--- config.mk ---
export PLATFORM = sky130hd
export DESIGN_NAME = bin2bcd_serial
export DESIGN_NICKNAME = d
export VERILOG_FILES = /design/src/rtl/bin2bcd_pkg.sv /design/src/rtl/bin2bcd_serial_dabble.sv /design/src/rtl/bin2bcd_serial.sv
export SDC_FILE = /design/constraint.sdc
export NUM_CORES = 1
export LEC_CHECK = 0
export ABC_AREA = 0
export CORE_MARGIN = 10
export CORE_UTILIZATION = 45
export DETAILED_ROUTE_END_ITERATION = 10
export PLACE_DENSITY = 0.7
export SYNTH_ARGS = -nofsm -noshare
export SYNTH_HDL_FRONTEND = slang
export SYNTH_HIERARCHICAL = 1
export SYNTH_SLANG_ARGS = --single-unit
--- constraint.sdc ---
create_clock -name clk -period 1.42 [get_ports clk]
set_input_delay 0.213 -clock clk [delete_from_list [all_inputs] [get_ports clk]]
set_output_delay 0.213 -clock clk [all_outputs]
set_load 0.02 [all_outputs]
--- src/rtl/bin2bcd_pkg.sv ---
// Shared types and constants for the serial binary-to-BCD converter.
// Used by bin2bcd_serial and its dabble_digit per-digit adjuster.
package bin2bcd_pkg;

    typedef enum logic [1:0] {
        IDLE  = 2'd0,
        SHIFT = 2'd1,
        DONE  = 2'd2
    } state_t;

    localparam int BCD_DIGIT_W   = 4;
    localparam int DABBLE_THRESH = 5;
    localparam int DABBLE_ADD    = 3;

endpackage

--- src/rtl/bin2bcd_serial_dabble.sv ---
// One BCD digit of the double-dabble adjust step: add DABBLE_ADD when the digit
// is at or above DABBLE_THRESH, so the following left shift carries correctly.
module dabble_digit
    import bin2bcd_pkg::*;
(
    input  logic [BCD_DIGIT_W-1:0] digit,
    output logic [BCD_DIGIT_W-1:0] adjusted
);

    // Conditional add-3 ahead of the shift
    always_comb begin
        adjusted = digit;
        if (digit >= BCD_DIGIT_W'(DABBLE_THRESH)) begin
            adjusted = digit + BCD_DIGIT_W'(DABBLE_ADD);
        end else begin
            adjusted = digit;
        end
    end

endmodule

--- src/rtl/bin2bcd_serial.sv ---
// Serial double-dabble binary-to-BCD converter, one operand bit per clock, with
// valid/ready handshakes on both sides. Optional macro BIN2BCD_SAT_EN saturates to all nines on overflow.
module bin2bcd_serial
    import bin2bcd_pkg::*;
#(
    parameter int BIN_W  = 32,
    parameter int DIGITS = 10
) (
    input  logic                          clk,
    input  logic                          rst_n,
    input  logic                          in_valid,
    output logic                          in_ready,
    input  logic [BIN_W-1:0]              bin,
    output logic                          out_valid,
    input  logic                          out_ready,
    output logic [DIGITS*BCD_DIGIT_W-1:0] bcd,
    output logic                          overflow
);

    localparam int BCD_W = DIGITS * BCD_DIGIT_W;
    localparam int CNT_W = $clog2(BIN_W + 1);

    state_t             state_r;
    state_t             state_nxt_s;
    logic [BIN_W-1:0]   opnd_r;
    logic [BCD_W-1:0]   acc_r;
    logic [BCD_W-1:0]   adj_s;
    logic [BCD_W-1:0]   acc_nxt_s;
    logic               ovf_acc_r;
    logic               ovf_nxt_s;
    logic [CNT_W-1:0]   cnt_r;
    logic [BCD_W-1:0]   bcd_r;
    logic               ovf_r;
    logic               accept_s;
    logic               last_s;

`ifdef BIN2BCD_SAT_EN
    localparam logic [BCD_W-1:0] ALL_NINES = {DIGITS{4'h9}};
`endif

    genvar g;
    generate
        for (g = 0; g < DIGITS; g++) begin : g_dabble
            dabble_digit u_dabble (
                .digit    (acc_r[g*BCD_DIGIT_W +: BCD_DIGIT_W]),
                .adjusted (adj_s[g*BCD_DIGIT_W +: BCD_DIGIT_W])
            );
        end
    endgenerate

    // Handshake decode and next accumulator value for this iteration
    always_comb begin
        accept_s  = in_valid && (state_r == IDLE);
        last_s    = (state_r == SHIFT) && (cnt_r == CNT_W'(1));
        acc_nxt_s = {adj_s[BCD_W-2:0], opnd_r[BIN_W-1]};
        // the adjusted top bit is what falls off the top digit on this shift
        ovf_nxt_s = ovf_acc_r | adj_s[BCD_W-1];
    end

    // FSM state register
    always_ff @(posedge clk or negedge rst_n) begin
        if (!rst_n) begin
            state_r <= IDLE;
        end else begin
            state_r <= state_nxt_s;
        end
    end

    // FSM next-state logic
    always_comb begin
        state_nxt_s = state_r;
        case (state_r)
            IDLE: begin
                if (accept_s) state_nxt_s = SHIFT;
                else          state_nxt_s = IDLE;
            end
            SHIFT: begin
                if (last_s) state_nxt_s = DONE;
                else        state_nxt_s = SHIFT;
            end
            DONE: begin
                if (out_ready) state_nxt_s = IDLE;
                else           state_nxt_s = DONE;
            end
            default: state_nxt_s = IDLE;
        endcase
    end

    // Working datapath: operand shifter, accumulator, sticky overflow, iteration counter
    always_ff @(posedge clk or negedge rst_n) begin
        if (!rst_n) begin
            opnd_r    <= '0;
            acc_r     <= '0;
            ovf_acc_r <= 1'b0;
            cnt_r     <= '0;
        end else begin
            case (state_r)
                IDLE: begin
                    if (accept_s) begin
                        opnd_r    <= bin;
                        acc_r     <= '0;
                        ovf_acc_r <= 1'b0;
                        cnt_r     <= CNT_W'(BIN_W);
                    end else begin
                        opnd_r    <= opnd_r;
                        acc_r     <= acc_r;
                        ovf_acc_r <= ovf_acc_r;
                        cnt_r     <= cnt_r;
                    end
                end
                SHIFT: begin
                    opnd_r    <= opnd_r << 1;
                    acc_r     <= acc_nxt_s;
                    ovf_acc_r <= ovf_nxt_s;
                    cnt_r     <= cnt_r - CNT_W'(1);
                end
                default: begin
                    opnd_r    <= opnd_r;
                    acc_r     <= acc_r;
                    ovf_acc_r <= ovf_acc_r;
                    cnt_r     <= cnt_r;
                end
            endcase
        end
    end

    // Result registers: captured on the final iteration, held until the next one
    always_ff @(posedge clk or negedge rst_n) begin
        if (!rst_n) begin
            bcd_r <= '0;
            ovf_r <= 1'b0;
        end else if (last_s) begin
`ifdef BIN2BCD_SAT_EN
            bcd_r <= ovf_nxt_s ? ALL_NINES : acc_nxt_s;
`else
            bcd_r <= acc_nxt_s;
`endif
            ovf_r <= ovf_nxt_s;
        end else begin
            bcd_r <= bcd_r;
            ovf_r <= ovf_r;
        end
    end

    assign in_ready  = (state_r == IDLE);
    assign out_valid = (state_r == DONE);
    assign bcd       = bcd_r;
    assign overflow  = ovf_r;

endmodule

* Word level (Yosys, flattened, before mapping)
Cells that the tools add are included.
Storage, ports and cells: logic and storage cells 60, bits of input ports 36, register bits after elaboration 122, output and inout bits 43
Cells by class: add/subtract/negate cells 11, magnitude comparators 10, eq/ne operators 4, muxes and demuxes 22, reductions and logical operators 5, bitwise operators 1
Operator list (number):
- $pmux W40 S2 | 1
- $pmux W32 S2 | 1
- $add A4 B2 Y4 const B | 10
- $ge A4 B3 Y1 const B | 10
- $mux W4 | 10
- $mux W40 | 1
- $mux W32 | 1
- $pmux W6 S2 | 1
- $eq A6 B1 Y1 const B | 1
- $mux W6 | 1
- $pmux W2 S3 | 1
- $sub A6 B1 Y6 const B | 1
- $mux W2 | 2
- $eq A2 B1 Y1 const B | 1
- $eq A2 B2 Y1 const B | 1
- $logic_and A1 B1 Y1 | 2
- $logic_not A2 Y1 | 1
- $mux W1 | 2
- $ne A2 B1 Y1 const B | 1
- $pmux W1 S2 | 1
- $reduce_and A2 Y1 | 1
- $reduce_bool A2 Y1 | 1
- $or A1 B1 Y1 | 1

* Longest topological paths before layout
word-level depth 4, depth in mapped cells 7, gate-level depth less buffers 7

* By module
The synthesis kept the hierarchy.
Modules (own cells, without submodules):
- bin2bcd_serial | sequential area each 3052.9 um^2, area an instance 5053.6 um^2, cells each 447, instances 1
- dabble_digit | sequential area each 0.0 um^2, area an instance 101.3 um^2, cells each 16, instances 10

* Worst setup path after synthesis
No wires, ideal clock.
path kind register -> register, from register cnt_r[1], to register bcd_r[10], in the netlist bcd[10], data arrival time 1.423 ns, path buffers 1, clock period less this slack 1.548 ns, path slack -0.128 ns, library setup time 0.125 ns, stages on the path, launching flop included 7, required time 1.295 ns, path through dfrtp_1 > inv_1 > ha_1 > nor3b_2 > nand3_4 > buf_6 > mux2_4
Between the ends: cells in the longest elaborated chain, start to end 2
Ends and longest elaborated chain:
- start, declared | line bin2bcd_serial.sv:31 | logic [CNT_W-1:0] cnt_r;
- start signal, assigned | line bin2bcd_serial.sv:103 | cnt_r <= CNT_W'(BIN_W);
- start signal, assigned | line bin2bcd_serial.sv:108 | cnt_r <= cnt_r;
- start signal, assigned | line bin2bcd_serial.sv:115 | cnt_r <= cnt_r - CNT_W'(1);
- $eq A6 B1 Y1 | line bin2bcd_serial.sv:54 | last_s = (state_r == SHIFT) && (cnt_r == CNT_W'(1));
- $logic_and A1 B1 Y1 | line bin2bcd_serial.sv:54
- end signal, assigned | line bin2bcd_serial.sv:136 | bcd_r <= acc_nxt_s;
- end signal, assigned | line bin2bcd_serial.sv:140 | bcd_r <= bcd_r;
- end, declared | line bin2bcd_serial.sv:32 | logic [BCD_W-1:0] bcd_r;
Every way passes these cells. A chain may end at the register's enable or synchronous reset.

* Worst setup path in the final report
from register cnt_r[1], to register bcd_r[28], in the netlist bcd[28]
Same word-level chain as after synthesis.

==> report_table.html <==
<table>
<tr><th>Metric</th><th>Value</th></tr>
<tr><th colspan="2">Status</th></tr>
<tr><td>Status</td><td>finished, violations left</td></tr>
<tr><td>Violations in the final reports</td><td>negative setup slack</td></tr>
<tr><th colspan="2">Worst hold path</th></tr>
<tr><td>Hold Crit Class</td><td>primary input to async pin</td></tr>
<tr><th colspan="2">Cells and area</th></tr>
<tr><td>FILL cells</td><td>~940</td></tr>
<tr><td>Fin area</td><td>just over 9000 um2</td></tr>
<tr><td># nets final</td><td>approximately 830</td></tr>
<tr><td># diodes</td><td>0</td></tr>
<tr><td>Share of layout cells above drive strength 1</td><td>40.6%</td></tr>
<tr><td>Layout-stage area growth over the synthesis result</td><td>51.1%</td></tr>
<tr><td>Combined area of the multi-input logic cells</td><td>~3500 um2</td></tr>
<tr><td>Sequential cell area</td><td>between 3000 and 4000 um2</td></tr>
<tr><th colspan="2">Yosys</th></tr>
<tr><td>Post-synthesis sequential area ratio</td><td>slightly above 50%</td></tr>
<tr><td>Cell type contributing the most total cell area after synthesis</td><td>dfrtp_1</td></tr>
<tr><td>Cell types with the largest area share after synthesis</td><td>dfrtp_1 50%, nand2_1 12%, mux2_4 9.4%</td></tr>
<tr><td>Syn Nets</td><td>665</td></tr>
<tr><td>Synthesized instance count</td><td>~610</td></tr>
<tr><td>#FFs+latches synth</td><td>122</td></tr>
<tr><td>Count of synthesis-stage warnings from yosys</td><td>6</td></tr>
<tr><td>Portion of synthesized cell area occupied by the leading cell type</td><td>between 50% and 60%</td></tr>
<tr><td>Netlist cell types</td><td>31</td></tr>
<tr><td>Mean instance size in the synthesized netlist</td><td>about 10 um2</td></tr>
<tr><td>Post-synth design cell area</td><td>approximately 6100 um2</td></tr>
<tr><th colspan="2">Setup path</th></tr>
<tr><td>Slowest cell on crit path</td><td>dfrtp_1</td></tr>
<tr><td>Startpoint of the worst setup timing path</td><td>cnt_r[1]</td></tr>
<tr><td>Top fanout value on the critical path</td><td>21</td></tr>
<tr><td>Worst endpoint required time</td><td>roughly 1.7 ns</td></tr>
<tr><td>Buffers &amp; Inverters on Critical Path</td><td>2</td></tr>
<tr><td>Crit path capture type</td><td>flop</td></tr>
<tr><td>Data arrival time of the critical path</td><td>between 1.5 and 2 ns</td></tr>
<tr><td>Crit path cell chain</td><td>inv_2 &gt; ha_1 &gt; nor3b_4 &gt; nand3_4 &gt; buf_12 &gt; mux2_4</td></tr>
<tr><td>Setup Crit Path Kind</td><td>flop to flop</td></tr>
<tr><td>Biggest cell delay along the critical path</td><td>between 0.3 and 0.4 ns</td></tr>
<tr><td>Startpoint Class</td><td>flop</td></tr>
<tr><td>Family of cells with the greatest summed delay on the critical path</td><td>simple AND/OR/NAND/NOR gates</td></tr>
<tr><td>Worst reg2reg path startpoint</td><td>cnt_r[1]</td></tr>
<tr><th colspan="2">Drt</th></tr>
<tr><td>Length of the first detailed-routing pass in iterations</td><td>5</td></tr>
<tr><td>Number of design-rule violations left by the first detailed-router iteration</td><td>303</td></tr>
<tr><td>Antenna-violating nets left</td><td>0</td></tr>
<tr><td>Total vias in the final route</td><td>around 5000</td></tr>
<tr><td>Total Routed Length</td><td>between 15000 and 20000 um</td></tr>
<tr><td>Vias/cell</td><td>5.26</td></tr>
<tr><td>Wire length per cell after detailed routing</td><td>about 18 um</td></tr>
<tr><td>DRC violations left</td><td>0</td></tr>
<tr><th colspan="2">Floorplanning</th></tr>
<tr><td>Chip Width</td><td>roughly 140 um</td></tr>
<tr><td>Initial standard-cell utilization of the core</td><td>between 40% and 50%</td></tr>
<tr><td>I/O pin count</td><td>between 70 and 80</td></tr>
<tr><td>Die area</td><td>between 15000 and 20000 um2</td></tr>
<tr><td>Area inside the core boundary</td><td>roughly 13000 um2</td></tr>
<tr><td>Die Y-Extent</td><td>around 140 um</td></tr>
<tr><td>Number of cell rows</td><td>42</td></tr>
<tr><th colspan="2">Timing</th></tr>
<tr><td>Clock period minus worst slack</td><td>1.64 ns</td></tr>
<tr><td>Worst-case clock skew</td><td>0.00586 ns</td></tr>
<tr><td>Total Negative Setup Slacks</td><td>-13.44 ns</td></tr>
<tr><td>Achievable frequency</td><td>0.611 GHz</td></tr>
<tr><td>Worst-Margin Slew</td><td>slightly above 0.5 ns</td></tr>
<tr><td>Number of setup violations in the final report</td><td>around 120</td></tr>
<tr><td>Max-slew violation count</td><td>0</td></tr>
<tr><td>Relative slew slack</td><td>66.4%</td></tr>
<tr><td>Setup ws final</td><td>-0.217 ns</td></tr>
<tr><td>Setup repair after global routing missed its margin</td><td>yes</td></tr>
<tr><td>Share of the clock period used by the worst path after layout</td><td>115%</td></tr>
<tr><td>Hold violation count in the final report</td><td>0</td></tr>
<tr><th colspan="2">Global route</th></tr>
<tr><td>Wire length of the first global-routing pass</td><td>roughly 23000 um</td></tr>
<tr><td>Total Routing Usage GR</td><td>between 10% and 20%</td></tr>
<tr><td>Overflow after GRT</td><td>0</td></tr>
<tr><td>Pin count of the biggest net entering global routing</td><td>82</td></tr>
<tr><td>Via count of the first global-routing pass</td><td>around 5000</td></tr>
<tr><td>Number of antenna violations at the first check in global routing</td><td>0</td></tr>
<tr><th colspan="2">Place</th></tr>
<tr><td>Global placer's final weighted congestion</td><td>about 0.76</td></tr>
<tr><td>Post-Place Worst Slack</td><td>-0.254 ns</td></tr>
<tr><td>I/O Buffers</td><td>78</td></tr>
<tr><td>Area post-placement</td><td>~7500 um2</td></tr>
<tr><td>HPWL Detailed</td><td>9310 um</td></tr>
<tr><th colspan="2">Power and ir drop</th></tr>
<tr><td>Static Leak</td><td>~0.0045 uW</td></tr>
<tr><td>Power density relative to cell area</td><td>about 2500 nW/um2</td></tr>
<tr><td>Internal power component</td><td>14000 uW</td></tr>
<tr><td>Worst vdd ir</td><td>~1200 uV</td></tr>
<tr><td>Portion of total power attributed to the clock network</td><td>17.5%</td></tr>
<tr><td>Power share of the combinational group</td><td>between 50% and 60%</td></tr>
<tr><td>Sequential group share of total power</td><td>28.2%</td></tr>
<tr><td>Sw Share</td><td>between 30 and 40%</td></tr>
<tr><td>Power dissipated by switching net loads</td><td>around 9300 uW</td></tr>
<tr><th colspan="2">CTS</th></tr>
<tr><td>Number of buffers inserted during clock tree synthesis</td><td>17</td></tr>
<tr><td>Clock tree root buffer cell</td><td>clkbuf_16</td></tr>
<tr><td>Total number of H-tree levels</td><td>4</td></tr>
<tr><td>Clk Latency, worst-skew pair</td><td>~0.42 ns</td></tr>
<tr><td>Number of buffers on the longest clock path</td><td>2</td></tr>
<tr><td>TritonCTS clock tree</td><td>done</td></tr>
<tr><td>Register clock-pin slew on the reported worst setup and hold paths</td><td>0.05 ns</td></tr>
<tr><td>Clock sink total</td><td>122</td></tr>
<tr><th colspan="2">Job</th></tr>
<tr><td>Max-capacitance violation count</td><td>0</td></tr>
</table>
## power by group through the flow
stage	clock network (uW)	logic (uW)	registers [uW]
2_1_floorplan	0	5480	6760
3_3_place_gp	0	9570	6200
3_5_place_dp	0	10000	6300
4_1_cts	4100	10100	6310
5_1_grt	4290	13700	6760
6_report	4060	12600	6560
## cell families after synthesis
kind of cell    share of synthesized area [%]
simple gates                             19.8
compound gates                           7.80
buf+inv                                  4.17
fa+ha+maj                                4.54
xor+xnor                                 1.44
flops                                    50.3
mux                                      11.9
## cell type report
class | count | area share (%)
Multi-Input combinational cell | 432 | 38.7
Sequential cell | 122 | 33.3
Timing Repair Buffer | 173 | 18.5
Clock buffer | 27 | 6.03
Tap cell | 176 | 2.40
Inverter | 23 | 0.941
Clock inverter | 1 | 0.0546
## synthesized netlist by cell type
| library cell | count |
|---|---|
| nand3_1 | 44 |
| a21oi_2 | 10 |
| nor2_1 | 14 |
| o21ai_1 | 10 |
| clkbuf_1 | 9 |
| a21oi_1 | 1 |
| ha_1 | 22 |
| mux2_4 | 38 |
| nor3_1 | 1 |
| buf_6 | 4 |
| nor2b_1 | 2 |
| inv_1 | 23 |
| nand3b_1 | 1 |
| buf_2 | 16 |
| mux2i_1 | 13 |
| nand2_1 | 189 |
| a21o_1 | 1 |
| nand2b_1 | 22 |
| o21bai_1 | 1 |
| nor4_1 | 1 |
| or3b_1 | 1 |
| mux2_2 | 2 |
| dfrtp_1 | 122 |
| a22oi_1 | 31 |
| buf_4 | 1 |
| o21ai_0 | 13 |
| a41oi_1 | 1 |
| xnor2_1 | 10 |
| nand3_4 | 1 |
| a311oi_1 | 1 |
| nor3b_2 | 2 |
## repair_timing
item                                    CTS  global route
resized for setup                        80           150
endpoints found under the setup margin  129           117
hold buffers                              1             0
cloned                                    0            10
buffers inserted                          3            16
endpoints found under the hold margin   122             0
pin swaps                                 1           105
## sequential cells by signal (all words and copies together) (netlist names)
signal	cells
acc_r	40
cnt_r	6
opnd_r	32
bcd	40
overflow	1
ovf_acc_r	1
state_r	2
## routing by layer
layer | up-vias | track usage [%] | routed length (um) | share of wire, %
li1 | 2355 | - | - | -
met1 | 2490 | 19.4 | 6860 | 41
met2 | 145 | 24.5 | 8620 | 51
met3 | 25 | 5.06 | 998 | 6.0
met4 | 0 | 5.92 | 284 | 1.7
met5 | - | 0 | 0 | 0
## tightest hold or removal path, cell delays in order
cell	delay, ns
dlygate4sd3_1	0.53
buf_4	0.12
buf_12	0.35
## layout by cell type, fill, tap and decap left out, types with 4 or more instances in the layout
cell type and count:
inv_2 12, clkdlybuf4s50_1 34, a22oi_2 24, nand2_1 181, mux2i_2 9, nand3_2 40, mux2_4 38, buf_12 8
dlygate4sd2_1 40, inv_1 11, clkbuf_16 23, a22oi_1 7, o21ai_0 11, nor2_1 12, nand2_2 7, buf_4 70
nand3_4 4, dfrtp_1 119, nand2b_1 11, ha_2 9, buf_6 11, nand2b_4 10, ha_4 10, a21oi_4 10
o21ai_1 12, xnor2_1 8, clkbuf_8 10, mux2i_1 4
## metrics by stage
stage          hold WS (ns)  total power [uW]  instances  utilization [%]
2_1_floorplan       -0.0826             12200        607                -
5_1_grt               0.399             24800        954             69.2
3_5_place_dp          0.291             16300        896             56.6
6_report              0.378             23200        954             69.2
3_3_place_gp          0.292             15800        896             56.6
4_1_cts               0.345             20500        928             61.7
## worst paths after layout
kind / to / slack [ns] / depth (start not counted)
worst max-delay path: bcd[28] / -0.22 / 6
worst min-delay path: acc_r[12] / 0.38 / 3
worst max register to register: bcd[28] / -0.22 / 6
worst min register to register: opnd_r[24] / 0.48 / 2
max in group asynchronous: acc_r[28] / 0.60 / 3
min in group clk: opnd_r[15] / 0.39 / 3
No activity file was read; power rests on OpenSTA's default activity.
